File: src/rtl/screen_timing_if.sv
// screen_timing_if: beam-position and video-timing bundle produced by the
// screen timing generator and consumed by renderers / pixel pipelines.
//   sx_out, sy_out : current beam position (CORDW bits, unsigned)
//   hsync_out      : horizontal sync (level set by the generator's SYNC_POL)
//   vsync_out      : vertical sync
//   de_out         : data enable, high only inside the active picture
// Modports: master (the timing generator drives everything),
//           slave  (downstream logic reads everything).
interface screen_timing_if #(
  parameter int CORDW = 10
);
  logic [CORDW-1:0] sx_out;
  logic [CORDW-1:0] sy_out;
  logic             hsync_out;
  logic             vsync_out;
  logic             de_out;

  modport master (
    output sx_out,
    output sy_out,
    output hsync_out,
    output vsync_out,
    output de_out
  );

  modport slave (
    input sx_out,
    input sy_out,
    input hsync_out,
    input vsync_out,
    input de_out
  );
endinterface

File: src/rtl/screen_timing.sv
// screen_timing: free-running raster timing generator (default 640x480 @ 60 Hz
// with a 25.175 MHz pixel clock). Two counters sweep the whole raster including
// blanking; sync and data-enable are decoded combinationally from the counter
// registers so they always line up with the position reported in the same cycle.
// Ports:
//   clk_in : pixel clock, everything on the rising edge
//   rst_in : asynchronous active-high reset, clears the beam position to 0,0
//   vid    : screen_timing_if master (sx_out, sy_out, hsync_out, vsync_out, de_out)
module screen_timing #(
  parameter int H_RES    = 640,
  parameter int H_FP     = 16,
  parameter int H_SYNC   = 96,
  parameter int H_BP     = 48,
  parameter int V_RES    = 480,
  parameter int V_FP     = 10,
  parameter int V_SYNC   = 2,
  parameter int V_BP     = 33,
  parameter bit SYNC_POL = 1'b0,
  parameter int CORDW    = 10
) (
  input  logic                   clk_in,
  input  logic                   rst_in,
  screen_timing_if.master        vid
);

  localparam int H_TOTAL   = H_RES + H_FP + H_SYNC + H_BP;
  localparam int V_TOTAL   = V_RES + V_FP + V_SYNC + V_BP;
  localparam int HS_START  = H_RES + H_FP;
  localparam int HS_END    = H_RES + H_FP + H_SYNC;   // exclusive
  localparam int VS_START  = V_RES + V_FP;
  localparam int VS_END    = V_RES + V_FP + V_SYNC;   // exclusive

  localparam logic [CORDW-1:0] SX_LAST = CORDW'(H_TOTAL - 1);
  localparam logic [CORDW-1:0] SY_LAST = CORDW'(V_TOTAL - 1);
  localparam logic [CORDW-1:0] ONE     = CORDW'(1);

  logic [CORDW-1:0] sx_reg;
  logic [CORDW-1:0] sy_reg;
  logic             hs_window;
  logic             vs_window;

  // Raster counters: sx runs every clock, sy advances on the last pixel of a
  // line, and both wrap together on the last pixel of the last line.
  always_ff @(posedge clk_in or posedge rst_in) begin
    if (rst_in) begin
      sx_reg <= '0;
      sy_reg <= '0;
    end else if (sx_reg == SX_LAST) begin
      sx_reg <= '0;
      if (sy_reg == SY_LAST) begin
        sy_reg <= '0;
      end else begin
        sy_reg <= sy_reg + ONE;
      end
    end else begin
      sx_reg <= sx_reg + ONE;
    end
  end

  // Zero-latency decodes of the current position.
  assign hs_window = (sx_reg >= CORDW'(HS_START)) && (sx_reg < CORDW'(HS_END));
  // Vertical sync covers whole lines, so it ignores sx entirely.
  assign vs_window = (sy_reg >= CORDW'(VS_START)) && (sy_reg < CORDW'(VS_END));

  assign vid.sx_out    = sx_reg;
  assign vid.sy_out    = sy_reg;
  assign vid.hsync_out = hs_window ? SYNC_POL : !SYNC_POL;
  assign vid.vsync_out = vs_window ? SYNC_POL : !SYNC_POL;
  assign vid.de_out    = (sx_reg < CORDW'(H_RES)) && (sy_reg < CORDW'(V_RES));

endmodule

File: src/flat_wrapper.sv
// flat-port wrapper written by rule: the top's interface ports become plain ports
module screen_timing_flat 
#(
  parameter int H_RES    = 640,
  parameter int H_FP     = 16,
  parameter int H_SYNC   = 96,
  parameter int H_BP     = 48,
  parameter int V_RES    = 480,
  parameter int V_FP     = 10,
  parameter int V_SYNC   = 2,
  parameter int V_BP     = 33,
  parameter bit SYNC_POL = 1'b0,
  parameter int CORDW    = 10
)
  (clk_in, rst_in, vid_sx_out, vid_sy_out, vid_hsync_out, vid_vsync_out, vid_de_out);
  screen_timing_if #(.CORDW(CORDW)) vid_i ();
  input  logic clk_in;
  input  logic rst_in;
  output wire logic [$bits(vid_i.sx_out)-1:0] vid_sx_out;
  output wire logic [$bits(vid_i.sy_out)-1:0] vid_sy_out;
  output wire logic [$bits(vid_i.hsync_out)-1:0] vid_hsync_out;
  output wire logic [$bits(vid_i.vsync_out)-1:0] vid_vsync_out;
  output wire logic [$bits(vid_i.de_out)-1:0] vid_de_out;
  assign vid_sx_out = vid_i.sx_out;
  assign vid_sy_out = vid_i.sy_out;
  assign vid_hsync_out = vid_i.hsync_out;
  assign vid_vsync_out = vid_i.vsync_out;
  assign vid_de_out = vid_i.de_out;
  screen_timing #(.H_RES(H_RES), .H_FP(H_FP), .H_SYNC(H_SYNC), .H_BP(H_BP), .V_RES(V_RES), .V_FP(V_FP), .V_SYNC(V_SYNC), .V_BP(V_BP), .SYNC_POL(SYNC_POL), .CORDW(CORDW)) u_core (.clk_in(clk_in), .rst_in(rst_in), .vid(vid_i));
endmodule
File: config.mk
export PLATFORM = sky130hd
export DESIGN_NAME = screen_timing_flat
export DESIGN_NICKNAME = d
export VERILOG_FILES = /design/src/rtl/screen_timing_if.sv /design/src/rtl/screen_timing.sv /design/src/flat_wrapper.sv
export SDC_FILE = /design/constraint.sdc
export NUM_CORES = 1
export LEC_CHECK = 0
export CAP_MARGIN = 20
export CORE_MARGIN = 2
export CORE_UTILIZATION = 51
export CTS_BUF_LIST = sky130_fd_sc_hd__clkbuf_4 sky130_fd_sc_hd__clkbuf_8
export CTS_CLUSTER_SIZE = 40
export DETAILED_ROUTE_END_ITERATION = 8
export GPL_ROUTABILITY_DRIVEN = 0
export GPL_TIMING_DRIVEN = 0
export PLACE_DENSITY = 0.81
export SETUP_SLACK_MARGIN = 0.05
export SLEW_MARGIN = 10
export SYNTH_ARGS = -nofsm -noshare
export SYNTH_HDL_FRONTEND = slang
export SYNTH_SLANG_ARGS = --single-unit
export TNS_END_PERCENT = 5
File: constraint.sdc
create_clock -name clk_in -period 1.9 [get_ports clk_in]
set_input_delay 0.38 -clock clk_in [delete_from_list [all_inputs] [get_ports clk_in]]
set_output_delay 0.38 -clock clk_in [all_outputs]
set_load 0.02 [all_outputs]
==> key figures, run 1 <==
STA
  – Final period util: 99.0%
  – Setup WS post-layout: 19.4 ps
  – Final setup violation count: 0
  – Final Critical Period: 1880 ps
  – Final hold slack: 515 ps
  – Final Hold Vio Count: 0
  – RSZ-0062 raised after global routing: true
  – Slew Viols, Final: 0
  – Measured slew at the worst slew-check pin: 736 ps
  – Peak Freq: 0.532 GHz
  – Skew final: 9.08 ps
  – Relative slew slack: 50.8%

Run status
  – Status: completed

Setup path
  – CP Launch Point: u_core.vid.sx_out[5]$_DFF_PP0_
  – Reg-to-Reg End: u_core.vid.sy_out[4]$_DFFE_PP0N_
  – CP arrival: 2090 ps
  – RR Startpoint: u_core.vid.sx_out[5]$_DFF_PP0_
  – End point of the critical path: u_core.vid.sy_out[4]$_DFFE_PP0N_
  – Worst Path Max Fanout: 8
  – Worst Path Required: 2110 ps
  – CP endpoint kind: flip-flop
  – FF-to-FF setup slack: 20 ps
  – Critical Path Source Type: flip-flop
  – Worst r2r path cells: 5
  – Critical path class: reg -> reg

Detailed routing
  – Drt via density: 5.43
  – Drt wl/cell: 14.2 um
  – Vias: 923
  – Final antenna-violating net count: 0
  – Routed WL: 2420 um
  – Drt drc: 0
  – 1st-iter DRT viols: 19
  – DRT Pass-1 Iters: 4

Yosys
  – Complex-gate fraction of the synthesized area: 6.88%
  – Share of the synthesized area in the top cell type: 45.1%
  – Primary FF master, synth: dfrtp_1
  – Syn Nets: 116
  – Post-Synthesis Cell Area: 1110 sq um
  – Area leader, netlist: dfrtp_1
  – Count of different cell masters after synthesis: 34
  – Largest family of logic cells by synthesized area: simple AND/OR/NAND/NOR gates
  – Synth Register Bits: 20
  – Warning count from the yosys run: 0
  – Synth Area in Adders: 4.51%
  – Number of enable flip-flop cells after synthesis: 0
  – Commonest cells post-synth: dfrtp_1 (20), inv_1 (11), nand3_1 (10)
  – Cells after Synth: 110
  – Sequential share of the synthesized area: 45.1%
  – Async set-reset flop share out of synthesis: 100%
  – Cell with the most instances after synthesis: dfrtp_1
  – Synth Area per Inst: 10.1 sq um
  – XOR/XNOR Fraction of Synth Area: 9.47%
  – Synth area leaders: dfrtp_1 (45%), xnor2_1 (6.3%), ha_1 (4.5%)
  – Mux share of post-synthesis cell area: 0%
  – Post-Synth Simple-Gate Area: 30.3%

Final layout
  – Area delta synth->final: 32.6%
  – Layout Cells excl Fill: 170
  – Layout cells sized above 1: 20.3%
  – Antenna Cells: 0
  – Post-route cell area: 1470 sq um
  – Nets@finish: 150

CTS
  – Worst skew pair latency: 300 ps
  – Num CTS Buffers: 3
  – H-tree depth: 1
  – Clock tree buffer depth: 2
  – TritonCTS clock tree: yes
  – Clock-pin slew on the worst setup and hold paths: 110 ps
  – Clock sinks: 20
  – CTS Root Cell: clkbuf_4
  – Hold buffers post-CTS: 0

Power and ir drop
  – Sequential share of power: 62.7%
  – Worst vdd ir: 0.445 mV
  – Pwr dens: 461 nW/um^2
  – Switching share of power: 19.8%
  – P_int: 0.000544 W
  – Switching pwr: 0.000134 W
  – Pleak: 0.655 nW
  – Combinational power share: 1.5%
  – Clock network fraction of total power: 35.8%

Place
  – Pre-CTS WS: -46.2 ps
  – Dpl hpwl: 1660 um
  – # port buffers: 24
  – Placed Cells: 161
  – Post-DP Area: 1380 sq um

GRT
  – Global-route wire length before repair: 3910 um
  – Vias in the first global route: 848
  – Initial antenna violation count: 0
  – Grt ovf: 0
  – Global-route usage over all layers: 20.1%
  – Largest net degree at the start of global routing: 21

Hold path
  – Worst min-delay path class: in -> async

Die
  – Core area: 2000 sq um
  – Rows: 16
  – Die Ht: 50.7 um
  – IO Count: 25
  – Die width: 50.7 um
  – Die ar.: 2570 sq um
  – Initial Util: 55.4%

Job
  – Max cap viols: 0
power by group through the flow:
stage	Combinational, W	Sequential [W]	Clock, W
after floorplan	0.00000638	0.000434	0
after global placement	0.0000105	0.000434	0
after detailed placement	0.0000110	0.000434	0
after CTS	0.0000110	0.000425	0.000250
after global routing	0.0000122	0.000426	0.000281
final	0.0000100	0.000425	0.000243
through the flow:
stage / utilization, % / total power, W / setup TNS [ps]
after floorplan: - / 0.000440 / 0
after global placement: 69.1 / 0.000444 / -24.1
after detailed placement: 69.1 / 0.000445 / -46.2
after CTS: 70.9 / 0.000687 / 0
after global routing: 73.5 / 0.000719 / -106
final: 73.5 / 0.000678 / 0
registers in the layout, indices dropped and copies added, names as in the netlist:
name               flops
u_core.vid.sx_out     10
u_core.vid.sy_out     10
cell usage in the layout (no fill, tap or decap), drive strengths merged:
master          n
clkdlybuf4s50  20
dfrtp          20
inv            11
nand3          11
nor2            9
xnor2           8
nand4           7
buf             6
o21ai           6
clkbuf          5
nand2           4
xor2            4
nor3            4
ha              4
and3            3
nor4            3
a21oi           2
or3             2
and2            2
or4b            1
and4b           1
nand2b          1
nand4bb         1
and4            1
o21a            1
o31ai           1
nor2b           1
a22o            1
a31o            1
dlymetal6s2s    1
clkdlybuf4s15   1
final cells by class:
cell class                 count  area, sq um
timing repair buffer          29          270
clock buffer                   4         36.3
fill                         149          531
multi-input combinational     79          581
sequential                    20          509
tap                           27         33.8
inverter                      11         41.3
worst max-delay path, stage by stage (launching register included):
cell	delay [ps]
dfrtp_2	480
or4b_4	600
nor3_4	220
buf_4	190
nand3_1	90
a21oi_1	210
routing by layer:
layer | global-route usage, % | part of all wire [%] | vias to the layer above
met4 | 6.76 | 1.4 | 0
met3 | 2.98 | 3.8 | 4
met5 | 0 | 0 | -
li1 | - | - | 454
met2 | 31.4 | 49 | 21
met1 | 28.6 | 45 | 444
cells by family (layout without fill, tap and decap cells):
kind of cell / after synthesis / after routing
xor+xnor: 12 / 12
buf+inv: 11 / 44
simple gates: 51 / 51
flops: 20 / 20
compound gates: 12 / 12
fa+ha+maj: 4 / 4
worst min path at each step:
stage                                      from                               end  slack [ps]  depth (start not counted)
2_1_floorplan                            rst_in    u_core.vid.sx_out[0]$_DFF_PP0_         340                          1
3_3_place_gp   u_core.vid.sy_out[7]$_DFFE_PP0N_  u_core.vid.sy_out[7]$_DFFE_PP0N_         500                          1
3_5_place_dp   u_core.vid.sy_out[7]$_DFFE_PP0N_  u_core.vid.sy_out[7]$_DFFE_PP0N_         500                          1
4_1_cts        u_core.vid.sy_out[7]$_DFFE_PP0N_  u_core.vid.sy_out[7]$_DFFE_PP0N_         540                          1
5_1_grt        u_core.vid.sy_out[7]$_DFFE_PP0N_  u_core.vid.sy_out[7]$_DFFE_PP0N_         570                          1
6_report                                 rst_in    u_core.vid.sx_out[0]$_DFF_PP0_         520                          2
what timing repair did:
item | in CTS | in global routing
endpoints found under the setup margin | 4 | 16
pin swaps | 1 | 2
buffers inserted | 0 | 5
gates resized for setup | 10 | 10
(Power assumes the default switching activity.)
==> run 2: changes to the inputs <==
--- a/config.mk
+++ b/config.mk
@@ -5,16 +5,17 @@
 export SDC_FILE = /design/constraint.sdc
 export NUM_CORES = 1
 export LEC_CHECK = 0
+export ABC_AREA = 1
 export CAP_MARGIN = 20
 export CORE_MARGIN = 2
-export CORE_UTILIZATION = 51
+export CORE_UTILIZATION = 52
 export CTS_BUF_LIST = sky130_fd_sc_hd__clkbuf_4 sky130_fd_sc_hd__clkbuf_8
 export CTS_CLUSTER_SIZE = 40
 export DETAILED_ROUTE_END_ITERATION = 8
 export GPL_ROUTABILITY_DRIVEN = 0
 export GPL_TIMING_DRIVEN = 0
 export PLACE_DENSITY = 0.81
-export SETUP_SLACK_MARGIN = 0.05
+export SETUP_SLACK_MARGIN = 0.02
 export SLEW_MARGIN = 10
 export SYNTH_ARGS = -nofsm -noshare
 export SYNTH_HDL_FRONTEND = slang
==> run 2 against run 1 <==
Effect of this change:
- non-clock buffer count down 1
- worst setup slack better by 59 ps
- critical path depth down 4
- first-iteration DRC count up 110%
- count of clock-buffer cells in the layout unchanged
- clock power about the same
- highest routed layer unchanged
- critical endpoint is now vid_sy_out[4]
- cell area up 3.1%
- register-to-register slack better by 300 ps
- largest power group unchanged
- cell count up 24%
- total power up 0.15%
==> key figures, run 2 <==
GRT
  – Grt ovf: 0 (unchanged)
  – Global-route usage over all layers: 21.7% (was 20.1%)
  – Initial antenna violation count: 0 (unchanged)
  – Largest net degree at the start of global routing: 21 (unchanged)
  – Global-route wire length before repair: 4360 um (was 3910 um)
  – Vias in the first global route: 1077 (was 848)

Setup path
  – Critical Path Max Stage Delay: 660 ps (was 600 ps)
  – Critical path's top delay family: buffers and inverters (was simple AND/OR/NAND/NOR gates)
  – CP endpoint kind: primary output (was flip-flop)
  – Critical path class: reg -> out (was reg -> reg)
  – Critical path, cell by cell: clkdlybuf4s50_1 (was or4b_4 > nor3_4 > buf_4 > nand3_1 > a21oi_1)
  – RR Startpoint: u_core.vid.sx_out[0]$_DFF_PP0_ (was u_core.vid.sx_out[5]$_DFF_PP0_)
  – Worst Path Required: 1520 ps (was 2110 ps)
  – Reg-to-Reg End: u_core.vid.sx_out[3]$_DFF_PP0_ (was u_core.vid.sy_out[4]$_DFFE_PP0N_)
  – Worst r2r path cells: 8 (was 5)
  – CP arrival: 1440 ps (was 2090 ps)
  – FF-to-FF setup slack: 320 ps (was 20 ps)
  – Critical path buffers and inverters: 1 (unchanged)
  – CP max stage cell: clkdlybuf4s50_1 (was or4b_4)
  – Worst Path Max Fanout: 7 (was 8)
  – Critical Path Source Type: flip-flop (unchanged)

Hold path
  – Worst min-delay path class: in -> async (unchanged)

Yosys
  – Commonest cells post-synth: nand2_1 (36), nor2_1 (23), inv_1 (22) (was dfrtp_1 (20), inv_1 (11), nand3_1 (10))
  – Share of the synthesized area in the top cell type: 42.8% (was 45.1%)
  – Synth Register Bits: 20 (unchanged)
  – Primary FF master, synth: dfrtp_1 (unchanged)
  – Async set-reset flop share out of synthesis: 100% (unchanged)
  – Post-Synthesis Cell Area: 1170 sq um (was 1110 sq um)
  – Cells after Synth: 152 (was 110)
  – Cell with the most instances after synthesis: nand2_1 (was dfrtp_1)
  – Synth Area per Inst: 7.70 sq um (was 10.1 sq um)
  – Syn Nets: 158 (was 116)
  – Warning count from the yosys run: 0 (unchanged)
  – Area leader, netlist: dfrtp_1 (unchanged)
  – Number of enable flip-flop cells after synthesis: 0 (unchanged)
  – Sequential share of the synthesized area: 42.8% (was 45.1%)
  – Count of different cell masters after synthesis: 21 (was 34)
  – Synth area leaders: dfrtp_1 (43%), nand2_1 (12%), nor2_1 (7.4%) (was dfrtp_1 (45%), xnor2_1 (6.3%), ha_1 (4.5%))

STA
  – Final setup violation count: 0 (unchanged)
  – Setup WS post-layout: 78.7 ps (was 19.4 ps)
  – Skew final: 6.18 ps (was 9.08 ps)
  – Relative slew slack: 50.5% (was 50.8%)
  – Slew Viols, Final: 0 (unchanged)
  – Peak Freq: 0.549 GHz (was 0.532 GHz)
  – Final period util: 95.9% (was 99.0%)
  – Final Critical Period: 1820 ps (was 1880 ps)
  – RSZ-0062 raised after global routing: true (unchanged)
  – Measured slew at the worst slew-check pin: 742 ps (was 736 ps)
  – Final Hold Vio Count: 0 (unchanged)

Final layout
  – Fillers: 189 (was 149)
  – Antenna Cells: 0 (unchanged)
  – Most frequent cells in the layout: nand2_1 (36), nor2_1 (22), inv_1 (22) (was clkdlybuf4s50_1 (20), dfrtp_1 (13), inv_1 (11))
  – Area delta synth->final: 29.7% (was 32.6%)
  – Nets@finish: 190 (was 150)
  – Commonest non-fill, non-tap cell in the layout: nand2_1 (was clkdlybuf4s50_1)
  – Layout cells sized above 1: 12.6% (was 20.3%)

Detailed routing
  – Drt wl/cell: 12.0 um (was 14.2 um)
  – Routed WL: 2520 um (was 2420 um)
  – 1st-iter DRT viols: 40 (was 19)
  – DRT Pass-1 Iters: 5 (was 4)
  – Final antenna-violating net count: 0 (unchanged)
  – Vias: 1108 (was 923)
  – Drt via density: 5.25 (was 5.43)
  – Drt drc: 0 (unchanged)

CTS
  – TritonCTS clock tree: yes (unchanged)
  – Clock-pin slew on the worst setup and hold paths: 110 ps (about the same)
  – Num CTS Buffers: 3 (unchanged)
  – CTS Root Cell: clkbuf_4 (unchanged)
  – Worst skew pair latency: 290 ps (was 300 ps)
  – Clock tree buffer depth: 2 (unchanged)
  – Clock sinks: 20 (unchanged)
  – H-tree depth: 1 (unchanged)

Power and ir drop
  – Worst vdd ir: 0.316 mV (was 0.445 mV)
  – Total power: 0.000679 W (was 0.000678 W)
  – Pleak: 0.731 nW (was 0.655 nW)
  – Pwr dens: 447 nW/um^2 (was 461 nW/um^2)

Place
  – # port buffers: 24 (unchanged)
  – Dpl hpwl: 1860 um (was 1660 um)
  – Pre-CTS WS: -88.4 ps (was -46.2 ps)

Job
  – Max cap viols: 0 (unchanged)

Run status
  – Status: completed (unchanged)

Die
  – Initial Util: 53.9% (was 55.4%)
  – Rows: 17 (was 16)
  – Core area: 2170 sq um (was 2000 sq um)
  – Die Ht: 51.4 um (was 50.7 um)
  – Die ar.: 2650 sq um (was 2570 sq um)
  – IO Count: 25 (unchanged)
  – Die width: 51.4 um (was 50.7 um)
-- run 2: how the worst max path moves through the flow --
stage                          endpoint  cells past startpoint                             start  slack, ps
after floorplan              vid_de_out                      3    u_core.vid.sx_out[8]$_DFF_PP0_        150
after global placement       vid_de_out                      4  u_core.vid.sy_out[6]$_DFFE_PP0N_         -8
after detailed placement     vid_de_out                      4    u_core.vid.sx_out[8]$_DFF_PP0_        -90
after CTS                 vid_vsync_out                      4  u_core.vid.sy_out[5]$_DFFE_PP0N_         20
after global routing         vid_de_out                      4    u_core.vid.sx_out[8]$_DFF_PP0_          7
final                     vid_sy_out[4]                      1  u_core.vid.sy_out[4]$_DFFE_PP0N_         80
-- run 2: final cells by class --
cell class / count / area, sq um / area share [%]
inverter: 24 / 91.3 / 6.02
buffer: 1 / 15.0 / 0.989
clock buffer: 4 / 36.3 / 2.39
multi-input combinational: 107 / 582 / 38.3
sequential: 20 / 507 / 33.4
timing repair buffer: 27 / 251 / 16.6
tap: 28 / 35.0 / 2.31
-- run 2: through the flow --
| stage | util [%] | TNS, ps | cells | hold WS (ps) | instance area (sq um) |
|---|---|---|---|---|---|
| finish | 70.0 | 0 | 211 | 496 | 1520 |
| global route | 70.0 | 0 | 211 | 554 | 1520 |
| CTS | 69.2 | 0 | 209 | 533 | 1500 |
| detailed placement | 66.6 | -88.4 | 204 | 541 | 1450 |
| global placement | 66.6 | -7.52 | 204 | 534 | 1450 |
| floorplan | - | 0 | 152 | 344 | 1170 |
-- run 2: logic make-up after synthesis --
kind of cell,share of synthesized area (%)
AOI/OAI and AO/OA,3.42
buffers and inverters,9.09
adders and majority gates,4.28
and+or+nand+nor,35.9
xor gates and xnor gates,4.49
DFF,42.8
-- run 2: metal layers --
layer / GRT usage, % / share of wire (%) / up-vias / wire (um)
met2: 38.7 / 52 / 35 / 1310
met4: 6.58 / 0.48 / 0 / 12
met1: 27.2 / 43 / 527 / 1080
met3: 2.63 / 4.4 / 2 / 111
met5: 0 / 0 / - / 0
li1: - / - / 544 / -
-- run 2: where the power goes --
group,internal (W),total (W),switching [W],leakage [nW]
sequential,0.000425,0.000425,0,0.258
combinational,0.00000189,0.00000987,0.00000798,0.452
clock,0.000117,0.000244,0.000127,0.0210
total,0.000544,0.000679,0.000135,0.731
-- run 2: timing repair --
item / CTS / global route
hold buffers: 0 / 0
buffers inserted: 1 / 2
resized for setup: 12 / 6
endpoints found under the hold margin: 0 / 0
setup endpoints to repair: 3 / 4
==> run 3: changes to the inputs <==
--- a/config.mk
+++ b/config.mk
@@ -8,14 +8,16 @@
 export ABC_AREA = 1
 export CAP_MARGIN = 20
 export CORE_MARGIN = 2
-export CORE_UTILIZATION = 52
+export CORE_UTILIZATION = 60
 export CTS_BUF_LIST = sky130_fd_sc_hd__clkbuf_4 sky130_fd_sc_hd__clkbuf_8
 export CTS_CLUSTER_SIZE = 40
 export DETAILED_ROUTE_END_ITERATION = 8
+export DONT_BUFFER_PORTS = 1
 export GPL_ROUTABILITY_DRIVEN = 0
 export GPL_TIMING_DRIVEN = 0
-export PLACE_DENSITY = 0.81
+export PLACE_DENSITY = 0.76
 export SETUP_SLACK_MARGIN = 0.02
+export SKIP_CTS_REPAIR_TIMING = 1
 export SLEW_MARGIN = 10
 export SYNTH_ARGS = -nofsm -noshare
 export SYNTH_HDL_FRONTEND = slang
==> run 3 against run 2 <==
Effect of this change:
- utilization up 1.4 points
- critical path depth rose by 2
- fmax is 0.47% higher
- global-route usage is 1.6 points higher
- routed wire length decreased by 7.6%
==> key figures, run 3 (synthesis gave the netlist of run 2 again) <==
STA
  – Measured slew at the worst slew-check pin: 761 ps (was 742 ps)
  – Final setup violation count: 0 (unchanged)
  – Slew Viols, Final: 0 (unchanged)
  – Relative slew slack: 49.2% (was 50.5%)
  – Peak Freq: 0.552 GHz (was 0.549 GHz)
  – RSZ-0062 raised after global routing: true (unchanged)
  – Final period util: 95.4% (was 95.9%)
  – Skew final: 1.24 ps (was 6.18 ps)
  – Setup WS post-layout: 87.3 ps (was 78.7 ps)
  – Final Critical Period: 1810 ps (was 1820 ps)
  – Final Hold Vio Count: 0 (unchanged)

Setup path
  – Reg-to-Reg End: u_core.vid.sx_out[3]$_DFF_PP0_ (unchanged)
  – Worst Path Max Fanout: 6 (was 7)
  – Worst r2r path cells: 8 (unchanged)
  – CP endpoint kind: primary output (unchanged)
  – CP arrival: 1430 ps (was 1440 ps)
  – FF-to-FF setup slack: 200 ps (was 320 ps)
  – Critical Path Source Type: flip-flop (unchanged)
  – Critical path class: reg -> out (unchanged)
  – Worst Path Required: 1520 ps (about the same)
  – RR Startpoint: u_core.vid.sx_out[0]$_DFF_PP0_ (unchanged)

Final layout
  – Nets@finish: 163 (was 190)
  – Fillers: 132 (was 189)
  – Post-route cell area: 1270 sq um (was 1520 sq um)
  – Most frequent cells in the layout: nand2_1 (36), nor2_1 (22), inv_1 (22) (unchanged)
  – Antenna Cells: 0 (unchanged)
  – Area delta synth->final: 8.77% (was 29.7%)
  – Commonest non-fill, non-tap cell in the layout: nand2_1 (unchanged)
  – Layout cells sized above 1: 12.2% (was 12.6%)

Job
  – Max cap viols: 0 (unchanged)

CTS
  – Clock sinks: 20 (unchanged)
  – CTS Root Cell: clkbuf_4 (unchanged)
  – TritonCTS clock tree: yes (unchanged)
  – Worst skew pair latency: 300 ps (was 290 ps)
  – Clock-pin slew on the worst setup and hold paths: 120 ps (was 110 ps)
  – Num CTS Buffers: 3 (unchanged)
  – Clock tree buffer depth: 2 (unchanged)
  – H-tree depth: 1 (unchanged)

Detailed routing
  – Vias: 969 (was 1108)
  – Routed WL: 2330 um (was 2520 um)
  – Drt drc: 0 (unchanged)
  – Drt wl/cell: 12.9 um (was 12.0 um)
  – 1st-iter DRT viols: 27 (was 40)
  – Final antenna-violating net count: 0 (unchanged)
  – DRT Pass-1 Iters: 4 (was 5)
  – Drt via density: 5.35 (was 5.25)

GRT
  – Vias in the first global route: 837 (was 1077)
  – Grt ovf: 0 (unchanged)
  – Global-route usage over all layers: 23.3% (was 21.7%)
  – Largest net degree at the start of global routing: 21 (unchanged)
  – Global-route wire length before repair: 3680 um (was 4360 um)
  – Initial antenna violation count: 0 (unchanged)

Power and ir drop
  – Pleak: 0.635 nW (was 0.731 nW)
  – Worst vdd ir: 0.398 mV (was 0.316 mV)
  – Pwr dens: 538 nW/um^2 (was 447 nW/um^2)

Die
  – Die width: 48.2 um (was 51.4 um)
  – IO Count: 25 (unchanged)
  – Die Ht: 48.2 um (was 51.4 um)
  – Initial Util: 65.6% (was 53.9%)
  – Rows: 15 (was 17)
  – Die ar.: 2320 sq um (was 2650 sq um)
  – Core area: 1780 sq um (was 2170 sq um)

Place
  – # port buffers: 0 (was 24)
  – Dpl hpwl: 1730 um (was 1860 um)
  – Post-DP Area: 1200 sq um (was 1450 sq um)
  – Pre-CTS WS: 13.2 ps (was -88.4 ps)

Run status
  – Status: completed (unchanged)

Hold path
  – Worst min-delay path class: in -> async (unchanged)
==> run 3: how the worst max path moves through the flow <==
stage / cells past startpoint / from / endpoint / slack [ps]
finish: 3 / u_core.vid.sx_out[7]$_DFF_PP0_ / vid_de_out / 90
global placement: 3 / u_core.vid.sy_out[6]$_DFFE_PP0N_ / vid_de_out / 20
detailed placement: 3 / u_core.vid.sx_out[8]$_DFF_PP0_ / vid_de_out / 10
floorplan: 3 / u_core.vid.sx_out[8]$_DFF_PP0_ / vid_de_out / 150
global route: 3 / u_core.vid.sx_out[7]$_DFF_PP0_ / vid_hsync_out / 3
CTS: 3 / u_core.vid.sx_out[8]$_DFF_PP0_ / vid_de_out / -340
==> run 3: final cells by class <==
class	count	area [sq um]	area share, %
Clock buffer	4	36.3	2.85
Buffer	1	15.0	1.18
Multi-Input combinational cell	107	591	46.4
Tap cell	25	31.3	2.46
Sequential cell	20	508	39.9
Inverter	24	91.3	7.18
==> run 3: critical path: stages, from the launching register on <==
cell and delay (ps):
dfrtp_2 500, inv_1 130, nor3_2 70, nor4_4 430
==> run 3: power by group <==
| group | total [W] | leakage, nW | switching, W | internal (W) |
|---|---|---|---|---|
| Clock | 0.000251 | 0.0210 | 0.000134 | 0.000117 |
| Sequential | 0.000425 | 0.255 | 0 | 0.000425 |
| Combinational | 0.00000815 | 0.359 | 0.00000799 | 0.000000164 |
==> run 3: metrics by stage <==
stage | utilization [%] | instances | power (W) | hold WS, ps | setup TNS (ps)
2_1_floorplan | - | 152 | 0.000440 | 344 | 0
3_3_place_gp | 67.4 | 177 | 0.000442 | 433 | 0
3_5_place_dp | 67.4 | 177 | 0.000443 | 449 | 0
4_1_cts | 69.4 | 181 | 0.000690 | 110 | -364
5_1_grt | 71.4 | 181 | 0.000712 | 150 | 0
6_report | 71.4 | 181 | 0.000685 | 87.9 | 0
==> run 3: per-layer routing <==
metal	up-vias	wire, um	share of wire (%)	track usage [%]
li1	491	-	-	-
met1	443	1050	45	31.6
met2	33	1080	47	34.2
met3	2	170	7.3	5.93
met4	0	21	0.90	11.9
met5	-	0	0	0
